### src/rtl/pc_fetch_unit.sv
// Instruction fetch unit: one outstanding request, single-entry instruction holding
// register, branch redirect with stale-response draining. Optional macro PC_MISALIGN_TRAP_EN.
module pc_fetch_unit #(
    parameter logic [31:0] RESET_PC = 32'h0000_0000
) (
    input  logic        clk,
    input  logic        rst,
    output logic        imem_req_valid,
    input  logic        imem_req_ready,
    output logic [31:0] imem_addr,
    input  logic        imem_rsp_valid,
    input  logic [31:0] imem_rsp_data,
    output logic        instr_valid,
    input  logic        instr_ready,
    output logic [31:0] instr,
    output logic [31:0] instr_pc,
    input  logic        br_valid,
    input  logic        br_taken,
    input  logic [31:0] br_target,
    output logic        trap
);

    typedef enum logic [2:0] {
        S_FETCH = 3'd0,
        S_WAIT  = 3'd1,
        S_OUT   = 3'd2,
        S_DRAIN = 3'd3,
        S_HALT  = 3'd4
    } state_t;

    state_t      r_state;
    logic [31:0] r_pc;
    logic [31:0] r_instr;
    logic [31:0] r_instr_pc;
    logic        r_req_valid;
    logic        r_instr_valid;
    logic        r_trap;

    logic        w_redirect;
    logic        w_misaligned;
    logic [31:0] w_target;

    assign w_redirect = br_valid & br_taken;

`ifdef PC_MISALIGN_TRAP_EN
    assign w_misaligned = |br_target[1:0];
    assign w_target     = br_target;
`else
    assign w_misaligned = 1'b0;
    assign w_target     = br_target & 32'hFFFF_FFFC;
`endif

    assign imem_req_valid = r_req_valid;
    assign imem_addr      = r_pc;
    assign instr_valid    = r_instr_valid;
    assign instr          = r_instr;
    assign instr_pc       = r_instr_pc;
    assign trap           = r_trap;

    // Fetch FSM; every output is a flop updated together with the state.
    always_ff @(posedge clk) begin
        if (rst) begin
            r_state       <= S_FETCH;
            r_pc          <= RESET_PC;
            r_instr       <= 32'h0000_0000;
            r_instr_pc    <= 32'h0000_0000;
            r_req_valid   <= 1'b1;
            r_instr_valid <= 1'b0;
            r_trap        <= 1'b0;
        end else if ((r_state != S_HALT) && w_redirect && w_misaligned) begin
            // HALT drives every output low except trap, so the data path is cleared too.
            r_state       <= S_HALT;
            r_pc          <= 32'h0000_0000;
            r_instr       <= 32'h0000_0000;
            r_instr_pc    <= 32'h0000_0000;
            r_req_valid   <= 1'b0;
            r_instr_valid <= 1'b0;
            r_trap        <= 1'b1;
        end else begin
            case (r_state)
                S_FETCH: begin
                    if (w_redirect) begin
                        r_pc <= w_target;
                        if (imem_req_ready) begin
                            r_state     <= S_DRAIN;
                            r_req_valid <= 1'b0;
                        end else begin
                            r_state     <= S_FETCH;
                            r_req_valid <= 1'b1;
                        end
                    end else if (imem_req_ready) begin
                        r_state     <= S_WAIT;
                        r_req_valid <= 1'b0;
                    end else begin
                        r_state     <= S_FETCH;
                        r_req_valid <= 1'b1;
                    end
                end
                S_WAIT: begin
                    if (w_redirect) begin
                        r_pc <= w_target;
                        if (imem_rsp_valid) begin
                            r_state     <= S_FETCH;
                            r_req_valid <= 1'b1;
                        end else begin
                            r_state     <= S_DRAIN;
                            r_req_valid <= 1'b0;
                        end
                    end else if (imem_rsp_valid) begin
                        r_instr       <= imem_rsp_data;
                        r_instr_pc    <= r_pc;
                        r_instr_valid <= 1'b1;
                        r_state       <= S_OUT;
                    end else begin
                        r_state <= S_WAIT;
                    end
                end
                S_OUT: begin
                    if (w_redirect) begin
                        r_pc          <= w_target;
                        r_instr_valid <= 1'b0;
                        r_req_valid   <= 1'b1;
                        r_state       <= S_FETCH;
                    end else if (instr_ready) begin
                        r_pc          <= r_pc + 32'd4;
                        r_instr_valid <= 1'b0;
                        r_req_valid   <= 1'b1;
                        r_state       <= S_FETCH;
                    end else begin
                        r_state <= S_OUT;
                    end
                end
                S_DRAIN: begin
                    if (w_redirect) begin
                        r_pc <= w_target;
                    end else begin
                        r_pc <= r_pc;
                    end
                    // A response arriving with a redirect still retires the stale request.
                    if (imem_rsp_valid) begin
                        r_state     <= S_FETCH;
                        r_req_valid <= 1'b1;
                    end else begin
                        r_state <= S_DRAIN;
                    end
                end
                S_HALT: begin
                    r_state <= S_HALT;
                end
                default: begin
                    r_state       <= S_FETCH;
                    r_req_valid   <= 1'b1;
                    r_instr_valid <= 1'b0;
                    r_trap        <= 1'b0;
                end
            endcase
        end
    end

endmodule

### config.mk
export PLATFORM = sky130hd
export DESIGN_NAME = pc_fetch_unit
export DESIGN_NICKNAME = d
export VERILOG_FILES = /design/src/rtl/pc_fetch_unit.sv
export SDC_FILE = /design/constraint.sdc
export NUM_CORES = 1
export LEC_CHECK = 0
export ABC_AREA = 1
export CAP_MARGIN = 20
export CELL_PAD_IN_SITES_DETAIL_PLACEMENT = 1
export CELL_PAD_IN_SITES_GLOBAL_PLACEMENT = 1
export CORE_MARGIN = 2
export CORE_UTILIZATION = 30
export CTS_CLUSTER_SIZE = 14
export DETAILED_ROUTE_END_ITERATION = 12
export PLACE_DENSITY = 0.88
export SLEW_MARGIN = 20
export SYNTH_ARGS = -nofsm -noshare
export SYNTH_HDL_FRONTEND = slang
export SYNTH_SLANG_ARGS = --single-unit
### constraint.sdc
create_clock -name clk -period 1.9 [get_ports clk]
set_input_delay 0.285 -clock clk [delete_from_list [all_inputs] [get_ports clk]]
set_output_delay 0.285 -clock clk [all_outputs]
set_load 0.05 [all_outputs]
==> flow_metrics.env, run 1 <==
export IMPL_status="finished, final reports clean"
export IMPL_synth_top_cell_area_share=0.423
export IMPL_synthesis_area_mm2=0.00459
export IMPL_start_util=0.304
export IMPL_finalSetupViolations=0
export IMPL_maxCapViolations=0
export IMPL_vias=5098
export IMPL_grt_overflow_total=0
export IMPL_synth_area_leaders="dfxtp_1 (42%), nor2_1 (15%), nand2_1 (12%)"
export IMPL_final_max_slew_viol_count=0
export IMPL_antenna_found_initial=0
export IMPL_layout_common_cells="nor2_1 (180), nand2_1 (146), clkdlybuf4s50_1 (128)"
export IMPL_finalClockSkew_ps=6.88
export IMPL_cts_path_max_buffers=2
export IMPL_root_buffer="clkbuf_16"
export IMPL_ys_ff_latch=97
export IMPL_slew_headroom=0.622
export IMPL_drt_iter0_markers=279
export IMPL_critPathBufInv=1
export IMPL_post_cts_resized=0
export IMPL_synth_cell_types=29
export IMPL_hold_slack_ps=475
export IMPL_grtUsageTotal=0.212
export IMPL_p_leak_nw=2.61
export IMPL_grt_pass1_vias=5337
export IMPL_n_fill_cell=1946
export IMPL_clock_latency_ps=350
export IMPL_ios=170
export IMPL_holdBufCountCts=0
export IMPL_p_per_area_mw_per_mm2=795
export IMPL_drive_gt1_frac=0.105
export IMPL_drtPass1Iterations=4
export IMPL_drc=0
export IMPL_yosysTopAreaCell="dfxtp_1"
export IMPL_required_ps=1620
export IMPL_crit_path_end_kind="primary output"
export IMPL_wl_per_cell_um=16.1
export IMPL_die_h_um=128
export IMPL_clock_sinks=97
export IMPL_grt_start_max_net_pins=70
export IMPL_drtAntennaViolNets=0
export IMPL_fin_crit_ps=1810
export IMPL_crit_arrival_ps=1530
export IMPL_slowest_stage="clkdlybuf4s50_1"
export IMPL_fin_nets=937
export IMPL_yosysSeqAreaShare=0.423
export IMPL_cts_post_setup_buffers_inserted=0
export IMPL_critPathLaunchType="flip-flop"
export IMPL_peakVddDrop_mv=0.638
export IMPL_final_period_utilization=0.955
export IMPL_row_count=45
export IMPL_cts_inserted_buffers=9
export IMPL_max_stage_delay_ps=820
export IMPL_dp_hpwl_um=12400
export IMPL_area_growth_pct=46.4
export IMPL_clk_pin_slew_ps=70
export IMPL_fmax_mhz=551
export IMPL_tightest_slew_ps=565
export IMPL_grt_pass1_wl_um=27300
export IMPL_finalWirelength_um=17000
export IMPL_hold_viol=0
export IMPL_syn_area_per_cell_um2=6.53
export IMPL_final_common_cell="nor2_1"
export IMPL_placement_io_buffers=162
export IMPL_synth_cells=702
export IMPL_vias_per_cell=4.83
export IMPL_place_gp_congestion=0.867
export IMPL_die_w_um=128
export IMPL_tns_ps=0
export IMPL_cts_tree="done"
export IMPL_rsz0062_at_grt="false"
export IMPL_crit_path_cell_trace="clkdlybuf4s50_1"
export IMPL_ys_warn_count=0
export IMPL_antenna_cells=0
export IMPL_fp_dieArea_mm2=0.0163
export IMPL_min_path_type="reg -> reg"
export IMPL_crit_fanout=2
export IMPL_worst_setup_path_type="reg -> out"
export IMPL_htree_levels=3
export IMPL_rrSetupSlack_ps=180
export IMPL_coreArea_mm2=0.0151
export IMPL_critPathTopFamily="buffers and inverters"
## metal layers
metal / share of wire / vias up / track usage
met2: 0.48 / 126 / 0.371
met5: 0 / - / 0
met1: 0.43 / 2389 / 0.243
li1: - / 2568 / -
met3: 0.077 / 15 / 0.0872
met4: 0.012 / 0 / 0.0465
## cells in the mapped netlist
cell type and number:
nor2_1 182, nand2_1 147, dfxtp_1 97, o21ai_0 75, a21oi_1 54, nand3_1 38
inv_1 32, buf_2 23, clkbuf_1 9, nand4_1 8, buf_4 5, inv_2 4
or2_2 4, o211ai_1 3, o21ai_1 3, nor2_2 2, nor2_4 2, nor3_1 2
xnor2_1 2, a21oi_2 1, buf_1 1, buf_6 1, conb_1 1, ha_1 1
nand3b_1 1, nor3_2 1, o21bai_1 1, o22ai_1 1, or2_1 1
## final cells by class
| cell class | instances | area [um^2] | area share |
|---|---|---|---|
| timing repair buffer | 187 | 1800 | 0.268 |
| clock inverter | 3 | 26.3 | 0.00391 |
| inverter | 36 | 135 | 0.0201 |
| multi-input combinational | 534 | 2330 | 0.347 |
| tap | 188 | 235 | 0.0350 |
| sequential | 97 | 1940 | 0.290 |
| clock buffer | 11 | 243 | 0.0362 |
## metrics by stage
| step | instance area, um^2 | total power [W] | utilization | worst slack [ps] | std cells |
|---|---|---|---|---|---|
| 3_3_place_gp | 6430 | 0.00364 | 0.426 | 42.7 | 1042 |
| 2_1_floorplan | 4600 | 0.00311 | - | 27.5 | 706 |
| 3_5_place_dp | 6430 | 0.00366 | 0.426 | 11.4 | 1042 |
| 6_report | 6710 | 0.00534 | 0.445 | 85.8 | 1056 |
| 5_1_grt | 6710 | 0.00561 | 0.445 | 16.4 | 1056 |
| 4_1_cts | 6700 | 0.00542 | 0.444 | 44.2 | 1056 |
## flip-flops by register name (all words and copies together), names as in the netlist
| name | flops |
|---|---|
| imem_addr | 30 |
| instr_valid | 1 |
| instr_pc | 30 |
| r_state | 3 |
| instr | 32 |
| imem_req_valid | 1 |
## kinds of logic after synthesis
family                   after synthesis  share of synthesized area
AO/OA/AOI/OAI                        138                      0.154
XOR/XNOR                               2                    0.00382
adder cells (fa/ha/maj)                1                    0.00273
buffers and inverters                 75                     0.0734
flip-flops                            97                      0.423
other                                  1                   0.000818
AND/OR/NAND/NOR                      388                      0.342
## power breakdown
part           leakage [nW]  total [W]  switching (W)  internal (W)
clock network         0.132    0.00173       0.000805      0.000922
registers             0.792    0.00227       0.000113       0.00216
logic                  1.68    0.00134       0.000855      0.000484
## worst paths after layout
check,end,startpoint,cells past startpoint
worst max-delay path,instr[11],instr[11],1
worst min-delay path,instr_valid,instr_valid,2
worst max register to register,imem_addr[28],imem_addr[3],10
worst min register to register,instr_valid,instr_valid,2
Power figures use the tool's default switching activity.
==> run 2: changes to the inputs <==
--- a/config.mk
+++ b/config.mk
@@ -12,5 +12,5 @@
 export CORE_MARGIN = 2
 export CORE_UTILIZATION = 30
-export CTS_CLUSTER_SIZE = 14
+export CTS_CLUSTER_SIZE = 12
 export DETAILED_ROUTE_END_ITERATION = 12
 export PLACE_DENSITY = 0.88
==> constraint.sdc (replaced) <==
create_clock -name clk -period 1.9 [get_ports clk]
set_input_delay 0.285 -clock clk [delete_from_list [all_inputs] [get_ports clk]]
set_output_delay 0.285 -clock clk [all_outputs]
set_load 0.02 [all_outputs]
==> flow_metrics.env, run 2 (synthesis results as in run 1) <==
export IMPL_fin_cells=1055
export IMPL_hold_viol=0
export IMPL_antenna_found_initial=0
export IMPL_crit_path_end_kind="primary output"
export IMPL_clk_pin_slew_ps=70
export IMPL_wl_per_cell_um=15.7
export IMPL_tns_ps=0
export IMPL_area_growth_pct=48.6
export IMPL_drtPass1Iterations=4
export IMPL_final_period_utilization=0.955
export IMPL_post_place_ws_ps=22.8
export IMPL_p_leak_nw=2.57
export IMPL_drt_iter0_markers=277
export IMPL_clock_latency_ps=360
export IMPL_die_h_um=128
export IMPL_post_cts_resized=0
export IMPL_drc=0
export IMPL_vias_per_cell=4.86
export IMPL_vias=5124
export IMPL_cts_path_max_buffers=2
export IMPL_crit_path_cell_trace="clkdlybuf4s50_1"
export IMPL_fin_nets=935
export IMPL_crit_arrival_ps=1530
export IMPL_final_common_cell="nor2_1"
export IMPL_fin_crit_ps=1810
export IMPL_die_w_um=128
export IMPL_status="finished, final reports clean"
export IMPL_row_count=45
export IMPL_slowest_stage="clkdlybuf4s50_1"
export IMPL_min_path_type="reg -> reg"
export IMPL_grt_overflow_total=0
export IMPL_required_ps=1620
export IMPL_grt_pass1_wl_um=26900
export IMPL_rsz0062_at_grt="false"
export IMPL_critPathLaunchType="flip-flop"
export IMPL_finalClockSkew_ps=13.0
export IMPL_start_util=0.304
export IMPL_power_w=0.00522
export IMPL_layout_common_cells="nor2_1 (180), clkdlybuf4s50_1 (161), nand2_1 (146)"
export IMPL_hold_slack_ps=472
export IMPL_fp_dieArea_mm2=0.0163
export IMPL_holdBufCountCts=0
export IMPL_max_stage_delay_ps=670
export IMPL_final_max_slew_viol_count=0
export IMPL_ios=170
export IMPL_drtAntennaViolNets=0
export IMPL_cts_inserted_buffers=9
export IMPL_critPathTopFamily="buffers and inverters"
export IMPL_largest_reg_flops=32
export IMPL_coreArea_mm2=0.0151
export IMPL_maxCapViolations=0
export IMPL_finalWirelength_um=16600
export IMPL_worst_setup_path_type="reg -> out"
export IMPL_multi_input_area_mm2=0.00233
export IMPL_placement_io_buffers=162
export IMPL_grt_start_max_net_pins=70
export IMPL_finalSetupViolations=0
export IMPL_htree_levels=3
export IMPL_n_fill_cell=1922
export IMPL_p_per_area_mw_per_mm2=766
export IMPL_post_place_cells=1040
export IMPL_drive_gt1_frac=0.0634
export IMPL_ff_latch_area_mm2=0.00194
export IMPL_cts_post_setup_buffers_inserted=0
export IMPL_layout_setup_ws_ps=85.5
export IMPL_critPathBufInv=1
export IMPL_grtUsageTotal=0.208
export IMPL_root_buffer="clkbuf_16"
export IMPL_grt_pass1_vias=5261
export IMPL_antenna_cells=0
export IMPL_place_gp_congestion=0.912
export IMPL_fmax_mhz=551
export IMPL_clock_sinks=97
export IMPL_cts_tree="done"
export IMPL_crit_fanout=6
export IMPL_peakVddDrop_mv=0.457
export IMPL_dp_hpwl_um=12300
[run 2: path summary, 6_finish.rpt]
check / start / end / slack [ps] / cells after the start
setup / recovery: imem_addr[22] / imem_addr[22] / 90 / 1
hold / removal: instr_valid / instr_valid / 470 / 2
setup reg to reg: imem_addr[13] / imem_addr[30] / 190 / 8
hold reg to reg: instr_valid / instr_valid / 470 / 2
[run 2: cell type report]
type,count,area share
well taps,188,0.0345
clock inverters,5,0.00900
multi-input cells,534,0.342
inverters,36,0.0198
flip-flops and latches,97,0.285
repair buffers,185,0.275
clock buffers,10,0.0351
[run 2: worst reg2reg max path, stage by stage (launching register included)]
cell and delay, ps:
dfxtp_1 470, nand2_1 120, nor2_1 300, nand2_1 110, nor2_1 230, nand3_1 120, nand3_1 110, nand2_1 60
a21oi_1 120
[run 2: through the flow]
stage / utilization / instance area (um^2)
floorplan: - / 4600
global placement: 0.431 / 6500
detailed placement: 0.431 / 6500
CTS: 0.451 / 6810
global route: 0.452 / 6820
finish: 0.452 / 6820
[run 2: routing by layer]
layer	global-route usage	part of all wire
met5	0	0
met2	0.351	0.47
met4	0.0659	0.019
met1	0.247	0.43
met3	0.0722	0.082
[run 2: power by group]
part	switching [W]	leakage (nW)	internal (W)
clock	0.000832	0.149	0.00106
sequential	0.000108	0.791	0.00216
combinational	0.000561	1.63	0.000502
